[config.mk]
export PLATFORM = sky130hd
export DESIGN_NAME = alarm_controller
export DESIGN_NICKNAME = d
export VERILOG_FILES = /design/src/rtl/alarm_controller.sv
export SDC_FILE = /design/constraint.sdc
export NUM_CORES = 1
export LEC_CHECK = 0
export ABC_AREA = 1
export BUFFER_PORTS_ARGS = -buffer_cell sky130_fd_sc_hd__buf_4
export CORE_MARGIN = 1.5
export CORE_UTILIZATION = 55
export DETAILED_ROUTE_END_ITERATION = 10
export PLACE_DENSITY = 0.72
export SLEW_MARGIN = 15
export SYNTH_ARGS = -nofsm -noshare
export SYNTH_HDL_FRONTEND = slang
export SYNTH_SLANG_ARGS = --single-unit
[constraint.sdc]
create_clock -name clk -period 3.46 [get_ports clk]
set_input_delay 0.346 -clock clk [delete_from_list [all_inputs] [get_ports clk]]
set_output_delay 0.346 -clock clk [all_outputs]
set_load 0.03 [all_outputs]
[src/rtl/alarm_controller.sv]
// alarm_controller: debounced 2-of-3 sensor vote driving an arm/exit/entry/siren state machine.
module alarm_controller #(
    parameter int TICK_DIV    = 50_000_000,
    parameter int DEB_CYCLES  = 500_000,
    parameter int EXIT_TICKS  = 10,
    parameter int ENTRY_TICKS = 5,
    parameter int SIREN_TICKS = 30
) (
    input  logic       clk,
    input  logic       rst,
    input  logic       sensor_a,
    input  logic       sensor_b,
    input  logic       sensor_c,
    input  logic       arm,
    input  logic       disarm,
    output logic [2:0] state,
    output logic       siren,
    output logic       armed_led,
    output logic       beeper,
    output logic       vote,
    output logic [7:0] alarm_count
);
    localparam int TW   = $clog2(TICK_DIV);
    localparam int DW   = $clog2(DEB_CYCLES + 1);
    localparam int MAXT = (EXIT_TICKS > ENTRY_TICKS ? EXIT_TICKS : ENTRY_TICKS) > SIREN_TICKS
                        ? (EXIT_TICKS > ENTRY_TICKS ? EXIT_TICKS : ENTRY_TICKS) : SIREN_TICKS;
    localparam int TMW  = $clog2(MAXT + 1);

    typedef enum logic [2:0] {
        DISARMED = 3'd0,
        EXIT     = 3'd1,
        ARMED    = 3'd2,
        ENTRY    = 3'd3,
        ALARM    = 3'd4
    } state_t;

    state_t          state_q, state_d;
    logic [2:0]      sync1_q, sync2_q, deb_q, deb_d;
    logic [DW-1:0]   dcnt_q [3];
    logic [DW-1:0]   dcnt_d [3];
    logic            vote_q, vote_d;
    logic [TW-1:0]   tick_cnt_q, tick_cnt_d;
    logic [TMW-1:0]  timer_q, timer_d;
    logic [7:0]      count_q, count_d;
    logic            tick, timed, expire;

    // A change is accepted only after DEB_CYCLES consecutive disagreeing samples.
    always_comb begin
        for (int i = 0; i < 3; i++) begin
            deb_d[i]  = deb_q[i];
            dcnt_d[i] = '0;
            if (sync2_q[i] != deb_q[i]) begin
                if (dcnt_q[i] == DW'(DEB_CYCLES - 1)) deb_d[i] = sync2_q[i];
                else dcnt_d[i] = dcnt_q[i] + 1'b1;
            end
        end
    end

    assign vote_d     = (deb_q[0] & deb_q[1]) | (deb_q[0] & deb_q[2]) | (deb_q[1] & deb_q[2]);
    assign tick       = tick_cnt_q == TW'(TICK_DIV - 1);
    assign tick_cnt_d = tick ? '0 : tick_cnt_q + 1'b1;
    assign timed      = state_q == EXIT || state_q == ENTRY || state_q == ALARM;
    assign expire     = tick && timed && timer_q == TMW'(1);

    always_comb begin
        state_d = state_q;
        timer_d = (tick && timer_q != '0) ? timer_q - 1'b1 : timer_q;
        count_d = count_q;
        if (disarm) state_d = DISARMED;
        else begin
            case (state_q)
                DISARMED: if (arm) begin
                    state_d = EXIT;
                    timer_d = TMW'(EXIT_TICKS);
                end
                EXIT:     if (expire) state_d = ARMED;
                ARMED:    if (vote_q) begin
                    state_d = ENTRY;
                    timer_d = TMW'(ENTRY_TICKS);
                end
                ENTRY:    if (expire) begin
                    state_d = ALARM;
                    timer_d = TMW'(SIREN_TICKS);
                    count_d = (count_q == 8'hFF) ? count_q : count_q + 1'b1;
                end
                ALARM:    if (expire) state_d = ARMED;
                default:  state_d = DISARMED;
            endcase
        end
    end

    always_ff @(posedge clk or posedge rst) begin
        if (rst) begin
            state_q    <= DISARMED;
            sync1_q    <= '0;
            sync2_q    <= '0;
            deb_q      <= '0;
            for (int i = 0; i < 3; i++) dcnt_q[i] <= '0;
            vote_q     <= 1'b0;
            tick_cnt_q <= '0;
            timer_q    <= '0;
            count_q    <= '0;
        end else begin
            state_q    <= state_d;
            sync1_q    <= {sensor_c, sensor_b, sensor_a};
            sync2_q    <= sync1_q;
            deb_q      <= deb_d;
            for (int i = 0; i < 3; i++) dcnt_q[i] <= dcnt_d[i];
            vote_q     <= vote_d;
            tick_cnt_q <= tick_cnt_d;
            timer_q    <= timer_d;
            count_q    <= count_d;
        end
    end

    assign state       = state_q;
    assign siren       = state_q == ALARM;
    assign armed_led   = state_q == ARMED || state_q == ENTRY || state_q == ALARM;
    assign beeper      = state_q == EXIT || state_q == ENTRY;
    assign vote        = vote_q;
    assign alarm_count = count_q;
endmodule

==> results of run 1 <==
[layer usage]
metal | wire [um] | up-vias | share of wire (%) | track usage (%)
li1 | - | 2714 | - | -
met1 | 6260 | 2503 | 48 | 30.7
met2 | 6180 | 115 | 47 | 39.9
met3 | 576 | 14 | 4.4 | 6.88
met4 | 145 | 0 | 1.1 | 6.59
met5 | 0 | - | 0 | 0
[stage by stage]
| stage | cell area [um2] | worst slack [ps] |
|---|---|---|
| 3_3_place_gp | 6620 | 1520 |
| 4_1_cts | 6960 | 1370 |
| 2_1_floorplan | 6280 | 240 |
| 3_5_place_dp | 6620 | 1380 |
| 6_report | 6960 | 1360 |
| 5_1_grt | 6960 | 1120 |
[registers in the layout (all words and copies together) (netlist names)]
name,cells
sync2_q,3
timer_q,5
tick_cnt_q,26
dcnt_q,57
alarm_count,8
sync1_q,3
vote,1
deb_q,3
state,3
[logic make-up (layout without fill, tap and decap cells)]
| family | after synthesis | count (layout) | share of synthesized area (%) |
|---|---|---|---|
| AND/OR/NAND/NOR | 476 | 476 | 36.4 |
| multiplexers | 1 | 1 | 0.179 |
| XOR/XNOR | 38 | 38 | 5.30 |
| adder cells (fa/ha/maj) | 9 | 9 | 1.75 |
| AO/OA/AOI/OAI | 53 | 53 | 5.02 |
| buffers and inverters | 132 | 168 | 7.93 |
| flip-flops | 109 | 109 | 43.4 |
[synthesized netlist by cell type (2+ instances only)]
library cell / n / area share (%)
nand3_1: 56 / 4.5
ha_1: 8 / 1.6
xnor2_1: 3 / 0.42
a21oi_1: 19 / 1.5
nor2_4: 4 / 0.72
a211oi_1: 6 / 0.72
a31oi_1: 5 / 0.50
dfrtp_1: 109 / 43
inv_2: 9 / 0.54
inv_1: 120 / 7.2
nor4_1: 6 / 0.60
nand3_2: 6 / 0.96
o21ai_0: 11 / 0.88
buf_2: 2 / 0.16
nand3b_1: 3 / 0.36
nor3b_1: 5 / 0.60
o21bai_1: 2 / 0.24
nand3_4: 2 / 0.56
or2_2: 4 / 0.40
nand2_2: 8 / 0.80
nand2_1: 160 / 9.6
xor2_1: 35 / 4.9
nor2_2: 15 / 1.5
a21o_1: 3 / 0.36
nor3_1: 37 / 2.9
nor2_1: 125 / 7.5
nand4_1: 38 / 3.8
o21ai_1: 3 / 0.24
nor3b_2: 2 / 0.40
[how the worst min path moves through the flow]
stage	start	to	slack (ps)	cells after the start
after floorplan	sync1_q[0]	sync2_q[0]	330	0
after global placement	sync1_q[2]	sync2_q[2]	330	0
after detailed placement	sync1_q[2]	sync2_q[2]	330	0
after CTS	sensor_b	sync1_q[1]	80	1
after global routing	sensor_c	sync1_q[2]	70	1
final	sensor_b	sync1_q[1]	90	1
[worst register-to-register path, cell delays in order, from the launching register on]
cell      delay (ps)
dfrtp_1          400
ha_1             260
nand3_4          120
nor2_1           120
nand2_1           70
nor2_2           470
nand3b_1         220
inv_2            120
nand3_2           80
nand2_1           80
nand2_1           50
[final cells by class]
class / instances / share of cell area [%]
inverters: 130 / 7.05
multi-input cells: 577 / 43.9
flip-flops and latches: 109 / 39.2
clock buffers: 10 / 3.43
well taps: 140 / 2.52
repair buffers: 22 / 2.55
clock inverters: 6 / 1.40
[power groups by stage]
stage / clock network, mW / logic (mW) / registers [mW]
finish: 1.16 / 0.262 / 1.32
global route: 1.24 / 0.301 / 1.33
CTS: 1.19 / 0.263 / 1.32
detailed placement: 0 / 0.262 / 1.35
global placement: 0 / 0.259 / 1.34
floorplan: 0 / 0.164 / 1.36
==> impl_metrics.json, run 1 <==
{
  "power.internal_mw": 2.04,
  "final_util_pct": 63.4,
  "min_period_ps": 2100,
  "worstPathArrival_ps": 2360,
  "num_vias": 5346,
  "synth_cells": 818,
  "power.total_mw": 2.74,
  "cts_buffer_depth": 2,
  "synth_warnings": 0,
  "num_antenna_cells": 0,
  "cts_max_level": 3,
  "post_cts_resized": 0,
  "wl_per_cell_um": 13.2,
  "insertion_delay_ps": 360,
  "crit_cells": 10,
  "rr_worst_depth": 10,
  "hold_viol": 0,
  "cts_made_buffers": 9,
  "setup_viol": 0,
  "drt_first_pass_iters": 5,
  "synth.avg_cell_area_um2": 7.68,
  "antenna_found_initial": 0,
  "dp_cells": 978,
  "ant_nets": 0,
  "run_status": "finished, final reports clean",
  "path_buf_inv": 1,
  "p_sw_share_pct": 25.6,
  "mostFrequentLayoutCells": "nand2_1, nor2_1, inv_1",
  "cp-end-kind": "flip-flop",
  "worstPathMaxFanout": 13,
  "rows": 38,
  "ys_seq_area_share_pct": 43.4,
  "dp_hpwl_um": 9960,
  "drt-vias-per-instance": 5.38,
  "cp-startpoint": "tick_cnt_q[0]",
  "ir_drop_uv": 457,
  "p_switching_mw": 0.702,
  "grt_max_degree": 63,
  "fp.dieW_um": 110,
  "synth-main-ff-cell": "dfrtp_1",
  "p_per_area_mw_per_mm2": 394,
  "cts.sinks": 109,
  "wirelength_um": 13200,
  "fp.dieH_um": 110,
  "setup_tns_ps": 0,
  "r2r_end": "alarm_count[4]",
  "grt_pass1_wl_um": 22500,
  "grt-ovfl-total": 0,
  "die_area_mm2": 0.0121,
  "crit_family": "simple AND/OR/NAND/NOR gates",
  "mostFrequentLayoutCell": "nand2_1",
  "core_mm2": 0.0110,
  "reg2reg_from": "tick_cnt_q[0]",
  "hold_class": "input port to flip-flop",
  "gp_congestion": 0.892,
  "cts_tree": "yes",
  "dr.first_iter.drc_count": 333,
  "cpMaxStageDelayCell": "nor2_2",
  "synth_async_sr_flop_share_pct": 100,
  "critPathLaunchType": "flip-flop",
  "ys_ff_latch": 109,
  "nFillCells": 973,
  "whs_ps": 92.4,
  "clk_pin_slew_ps": 70,
  "synth_edf_count": 0,
  "synthesis.area_mm2": 0.00628,
  "drive_above_1_share_pct": 11.5,
  "critPathCapture": "alarm_count[4]",
  "final-seq-area_mm2": 0.00273,
  "clkPwrFrac_pct": 42.2,
  "required_ps": 3710,
  "seqPwrFrac_pct": 48.2,
  "track_usage_pct": 24.0,
  "worst_slew_pin_slew_ps": 779,
  "max_freq_ghz": 0.475,
  "crit_path_frequent_cell": "nand2_1",
  "path_cells": "ha_1, nand3_4, nor2_1, nand2_1, nor2_2, nand3b_1, inv_2, nand3_2, nand2_1, nand2_1",
  "syn-num-nets": 833,
  "final_nets": 864,
  "yosysUniqueCellTypes": 41,
  "power_frac_comb_pct": 9.5,
  "initial_core_util_pct": 57.2,
  "path_class": "flip-flop to flip-flop",
  "relSlewSlack_pct": 48.1,
  "hold_buffers": 0,
  "drv_slew": 0,
  "cap_violations": 0,
  "finClkSkew_ps": 7.14,
  "cpPeakStageDelay_ps": 470,
  "drcViolationCount": 0,
  "fin_cells": 994,
  "cts_setup_buffers": 0,
  "multi_input_area_mm2": 0.00305,
  "leakage_nw": 3.28,
  "pin_count": 22,
  "reg2reg_slack_ps": 1360,
  "io_buffers": 21,
  "areaGrowthSynthToFinish_pct": 10.9,
  "post-route-period-util_pct": 60.8,
  "first_global_vias": 5090,
  "root_buffer": "clkbuf_16",
  "rsz0062_at_grt": "false"
}
No activity file was read; power rests on OpenSTA's default activity.
==> inputs of run 2 (changes only) <==
==> constraint.sdc (replaced) <==
create_clock -name clk -period 1.95 [get_ports clk]
set_input_delay 0.195 -clock clk [delete_from_list [all_inputs] [get_ports clk]]
set_output_delay 0.195 -clock clk [all_outputs]
set_load 0.03 [all_outputs]
==> run 2 against run 1 <==
  * Sequential power is 78% higher
  * Via count grew 1.0%
  * Setup slack worse by 1200 ps
  * Clock-buffer cell count up 1
  * Power rose by 75%
  * Combinational power increased by 81%
==> impl_metrics.json, run 2 (same netlist as run 1, synthesis figures left out) <==
{
  "run_status": "finished, final reports clean",
  "cap_violations": 0,
  "io_buffers": 21,
  "max_flop_register": "dcnt_q",
  "cts_setup_buffers": 0,
  "final_nets": 871,
  "cpMaxStageDelayCell": "dfrtp_1",
  "cpPeakStageDelay_ps": 410,
  "dr.first_iter.drc_count": 414,
  "drive_above_1_share_pct": 11.7,
  "drcViolationCount": 0,
  "fin_ws_ps": 199,
  "crit_path_frequent_cell": "nand2_1",
  "relSlewSlack_pct": 68.9,
  "cts_buffer_depth": 2,
  "cts_made_buffers": 9,
  "drt-vias-per-instance": 5.39,
  "cts_tree": "yes",
  "setup_viol": 0,
  "clk_pin_slew_ps": 70,
  "initial_core_util_pct": 57.2,
  "gp_congestion": 0.901,
  "hold_class": "input port to flip-flop",
  "whs_ps": 147,
  "nFillCells": 941,
  "fp.dieW_um": 110,
  "pin_count": 22,
  "post-route-period-util_pct": 89.8,
  "drt_first_pass_iters": 5,
  "cts.sinks": 109,
  "dp_hpwl_um": 9560,
  "insertion_delay_ps": 360,
  "largest_register_ffs": 57,
  "worst_slew_pin_slew_ps": 462,
  "path_cells": "ha_1, nand2_1, nor2_1, nand2_1, inv_1, nand2_1, nand2_2, inv_1, o21ai_0, nor2_1",
  "die_area_mm2": 0.0121,
  "wl_per_cell_um": 13.0,
  "worstPathMaxFanout": 9,
  "grt_max_degree": 80,
  "dp_slack_ps": 188,
  "rsz0062_at_grt": "false",
  "min_period_ps": 1750,
  "antenna_found_initial": 0,
  "first_global_vias": 5089,
  "num_vias": 5400,
  "mostFrequentLayoutCell": "nand2_1",
  "num_antenna_cells": 0,
  "setup_tns_ps": 0,
  "ir_drop_uv": 641,
  "reg2reg_slack_ps": 200,
  "ant_nets": 0,
  "hold_viol": 0,
  "leakage_nw": 3.29,
  "rows": 38,
  "required_ps": 2190,
  "areaGrowthSynthToFinish_pct": 11.8,
  "cts_max_level": 3,
  "max_freq_ghz": 0.571,
  "root_buffer": "clkbuf_16",
  "drv_slew": 0,
  "worstPathArrival_ps": 1990,
  "path_class": "flip-flop to flip-flop",
  "p_per_area_mw_per_mm2": 685,
  "finClkSkew_ps": 5.82,
  "fp.dieH_um": 110,
  "grt-ovfl-total": 0,
  "crit_family": "simple AND/OR/NAND/NOR gates",
  "fin_cells": 1001,
  "wirelength_um": 13100,
  "path_buf_inv": 2,
  "power.total_mw": 4.81,
  "mostFrequentLayoutCells": "nand2_1, nor2_1, inv_1",
  "grt_pass1_wl_um": 22800,
  "track_usage_pct": 23.9,
  "critPathLaunchType": "flip-flop",
  "core_mm2": 0.0110,
  "dp_cells": 981,
  "cp-end-kind": "flip-flop"
}
[run 2: final timing paths]
path / startpoint / endpoint / depth (start not counted)
max: dcnt_q[0] / dcnt_q[13] / 10
min: disarm / timer_q[0] / 4
max reg2reg: dcnt_q[0] / dcnt_q[13] / 10
min reg2reg: sync1_q[1] / sync2_q[1] / 0
max in group asynchronous: rst / dcnt_q[16] / 4
min in group asynchronous: rst / dcnt_q[53] / 4
[run 2: layout make-up]
class | instances | area [um2] | area share [%]
clock buffer | 11 | 243 | 3.46
multi-input combinational | 577 | 3060 | 43.5
tap | 140 | 175 | 2.50
inverter | 130 | 492 | 7.01
clock inverter | 5 | 83.8 | 1.19
sequential | 109 | 2730 | 38.9
timing repair buffer | 29 | 240 | 3.42
[run 2: routing by layer]
layer  vias to the layer above  routed length (um)  GRT usage, %
li1                       2711                   -             -
met1                      2540                6110          32.3
met2                       126                6100          37.7
met3                        23                 629          6.22
met4                         0                 211          7.51
met5                         -                   0             0
[run 2: through the flow]
step | cell area, um2 | util [%]
floorplan | 6280 | -
detailed placement | 6650 | 60.5
finish | 7020 | 63.9
CTS | 7010 | 63.9
global route | 7020 | 63.9
global placement | 6650 | 60.5
[run 2: timing repair]
action	CTS	global route
hold endpoints to repair	108	0
hold buffers	4	0
setup endpoints to repair	0	2
gates resized for setup	0	1
[run 2: report_power, final]
group          internal, mW  switching [mW]
Sequential             2.30          0.0483
Combinational         0.146           0.328
Clock                  1.16           0.825
[run 2: tightest hold or removal path: stages]
cell and delay, ps:
buf_4 120, nor3_1 50, nand2_1 50, nand2_1 40
==> inputs of run 3 (changes only) <==
--- a/config.mk
+++ b/config.mk
@@ -7,9 +7,12 @@
 export LEC_CHECK = 0
 export ABC_AREA = 1
 export BUFFER_PORTS_ARGS = -buffer_cell sky130_fd_sc_hd__buf_4
+export CAP_MARGIN = 20
+export CORE_ASPECT_RATIO = 0.7
 export CORE_MARGIN = 1.5
 export CORE_UTILIZATION = 55
 export DETAILED_ROUTE_END_ITERATION = 10
+export HOLD_SLACK_MARGIN = 0.05
 export PLACE_DENSITY = 0.72
 export SLEW_MARGIN = 15
 export SYNTH_ARGS = -nofsm -noshare
==> run 3 against run 2 <==
  * Power fell by 0.77%
  * Hold slack better by 25 ps
  * Combinational power grew 3%
  * Clock power down 3%
  * First-iteration DRC count is 8.7% higher
  * Critical endpoint is now dcnt_q[33]
==> impl_metrics.json, run 3 (same netlist as run 1, synthesis figures left out) <==
{
  "hold_viol": 0,
  "max_flop_register": "dcnt_q",
  "antenna_found_initial": 0,
  "largest_register_ffs": 57,
  "mostFrequentLayoutCell": "nand2_1",
  "cts_buffer_depth": 2,
  "final_nets": 871,
  "relSlewSlack_pct": 60.1,
  "dp_hpwl_um": 10400,
  "dp_cells": 994,
  "wirelength_um": 13800,
  "cap_violations": 0,
  "worstPathArrival_ps": 2050,
  "clk_pin_slew_ps": 80,
  "areaGrowthSynthToFinish_pct": 11.9,
  "initial_core_util_pct": 56.8,
  "grt-ovfl-total": 0,
  "grt_pass1_wl_um": 24000,
  "required_ps": 2220,
  "worst_slew_pin_slew_ps": 593,
  "cts_tree": "yes",
  "min_period_ps": 1790,
  "pin_count": 22,
  "core_mm2": 0.0111,
  "ir_drop_uv": 507,
  "fp.dieH_um": 92.4,
  "insertion_delay_ps": 350,
  "fp.dieW_um": 131,
  "die_area_mm2": 0.0121,
  "mostFrequentLayoutCells": "nand2_1, nor2_1, inv_1",
  "setup_viol": 0,
  "path_class": "flip-flop to flip-flop",
  "cts_made_buffers": 9,
  "cts.sinks": 109,
  "wl_per_cell_um": 13.6,
  "final_util_pct": 63.6,
  "run_status": "finished, final reports clean",
  "fin_cells": 1014,
  "num_vias": 5402,
  "rows": 32,
  "worstPathMaxFanout": 6,
  "first_global_vias": 5052,
  "cp-end-kind": "flip-flop",
  "track_usage_pct": 24.9,
  "dr.first_iter.drc_count": 450,
  "critPathLaunchType": "flip-flop",
  "drv_slew": 0,
  "finClkSkew_ps": 8.78,
  "ant_nets": 0,
  "post-route-period-util_pct": 91.6,
  "root_buffer": "clkbuf_16",
  "io_buffers": 21,
  "max_freq_ghz": 0.560,
  "drcViolationCount": 0,
  "drt-vias-per-instance": 5.33,
  "p_per_area_mw_per_mm2": 679,
  "num_antenna_cells": 0,
  "setup_tns_ps": 0,
  "gp_congestion": 0.958,
  "drive_above_1_share_pct": 11.8,
  "rsz0062_at_grt": "false",
  "power.total_mw": 4.77,
  "cp-startpoint": "dcnt_q[19]",
  "leakage_nw": 3.30,
  "hold_start": "disarm",
  "cts_setup_buffers": 0,
  "reg2reg_from": "dcnt_q[19]",
  "cts_max_level": 3,
  "grt_max_degree": 75,
  "drt_first_pass_iters": 5,
  "hold_class": "input port to flip-flop"
}
==> run 3: per-stage QoR <==
step / setup WS (ps) / instance area [um2] / hold WS, ps
3_3_place_gp: 251 / 6660 / 305
3_5_place_dp: 163 / 6660 / 306
2_1_floorplan: 127 / 6280 / 226
5_1_grt: 33.3 / 7030 / 197
6_report: 163 / 7030 / 172
4_1_cts: 146 / 7020 / 160
==> run 3: cell type report <==
class                           count  area, um2
Clock inverter                      6       76.3
Clock buffer                       10        239
Tap cell                          153        191
Timing Repair Buffer               29        240
Multi-Input combinational cell    577       3060
Fill cell                         963       4020
Sequential cell                   109       2730
Inverter                          130        492
==> run 3: timing repair <==
item / 4_1_cts / 5_1_grt
gates resized for setup: 0 / 2
hold buffers: 4 / 0
setup endpoints to repair: 0 / 3
endpoints found under the hold margin: 112 / 0
==> run 3: power by group <==
| part | switching [mW] | internal [mW] |
|---|---|---|
| logic | 0.341 | 0.146 |
| clock network | 0.881 | 1.06 |
| registers | 0.0491 | 2.30 |
| total | 1.27 | 3.50 |
==> run 3: critical path, cell delays in order, from the launching register on <==
cell and delay [ps]:
dfrtp_1 410, ha_1 310, nand4_2 190, nor2_2 180, nand3_2 130, nor2_2 190
a21oi_1 110, nor3_1 180
==> run 3: worst paths after layout <==
path | to | slack (ps) | depth (start not counted)
worst min-delay path | timer_q[0] | 170 | 4
min in group asynchronous | tick_cnt_q[5] | 520 | 4
max in group asynchronous | tick_cnt_q[16] | 1050 | 4
worst max-delay path | dcnt_q[33] | 160 | 7
worst min register to register | sync2_q[2] | 350 | 0
worst max register to register | dcnt_q[33] | 160 | 7
==> run 3: per-layer routing <==
metal | global-route usage [%] | vias to the layer above | routed length, um
met5 | 0 | - | 0
met4 | 5.22 | 0 | 138
met3 | 4.97 | 14 | 862
met2 | 35.8 | 168 | 5670
met1 | 38.8 | 2509 | 7110
li1 | - | 2711 | -
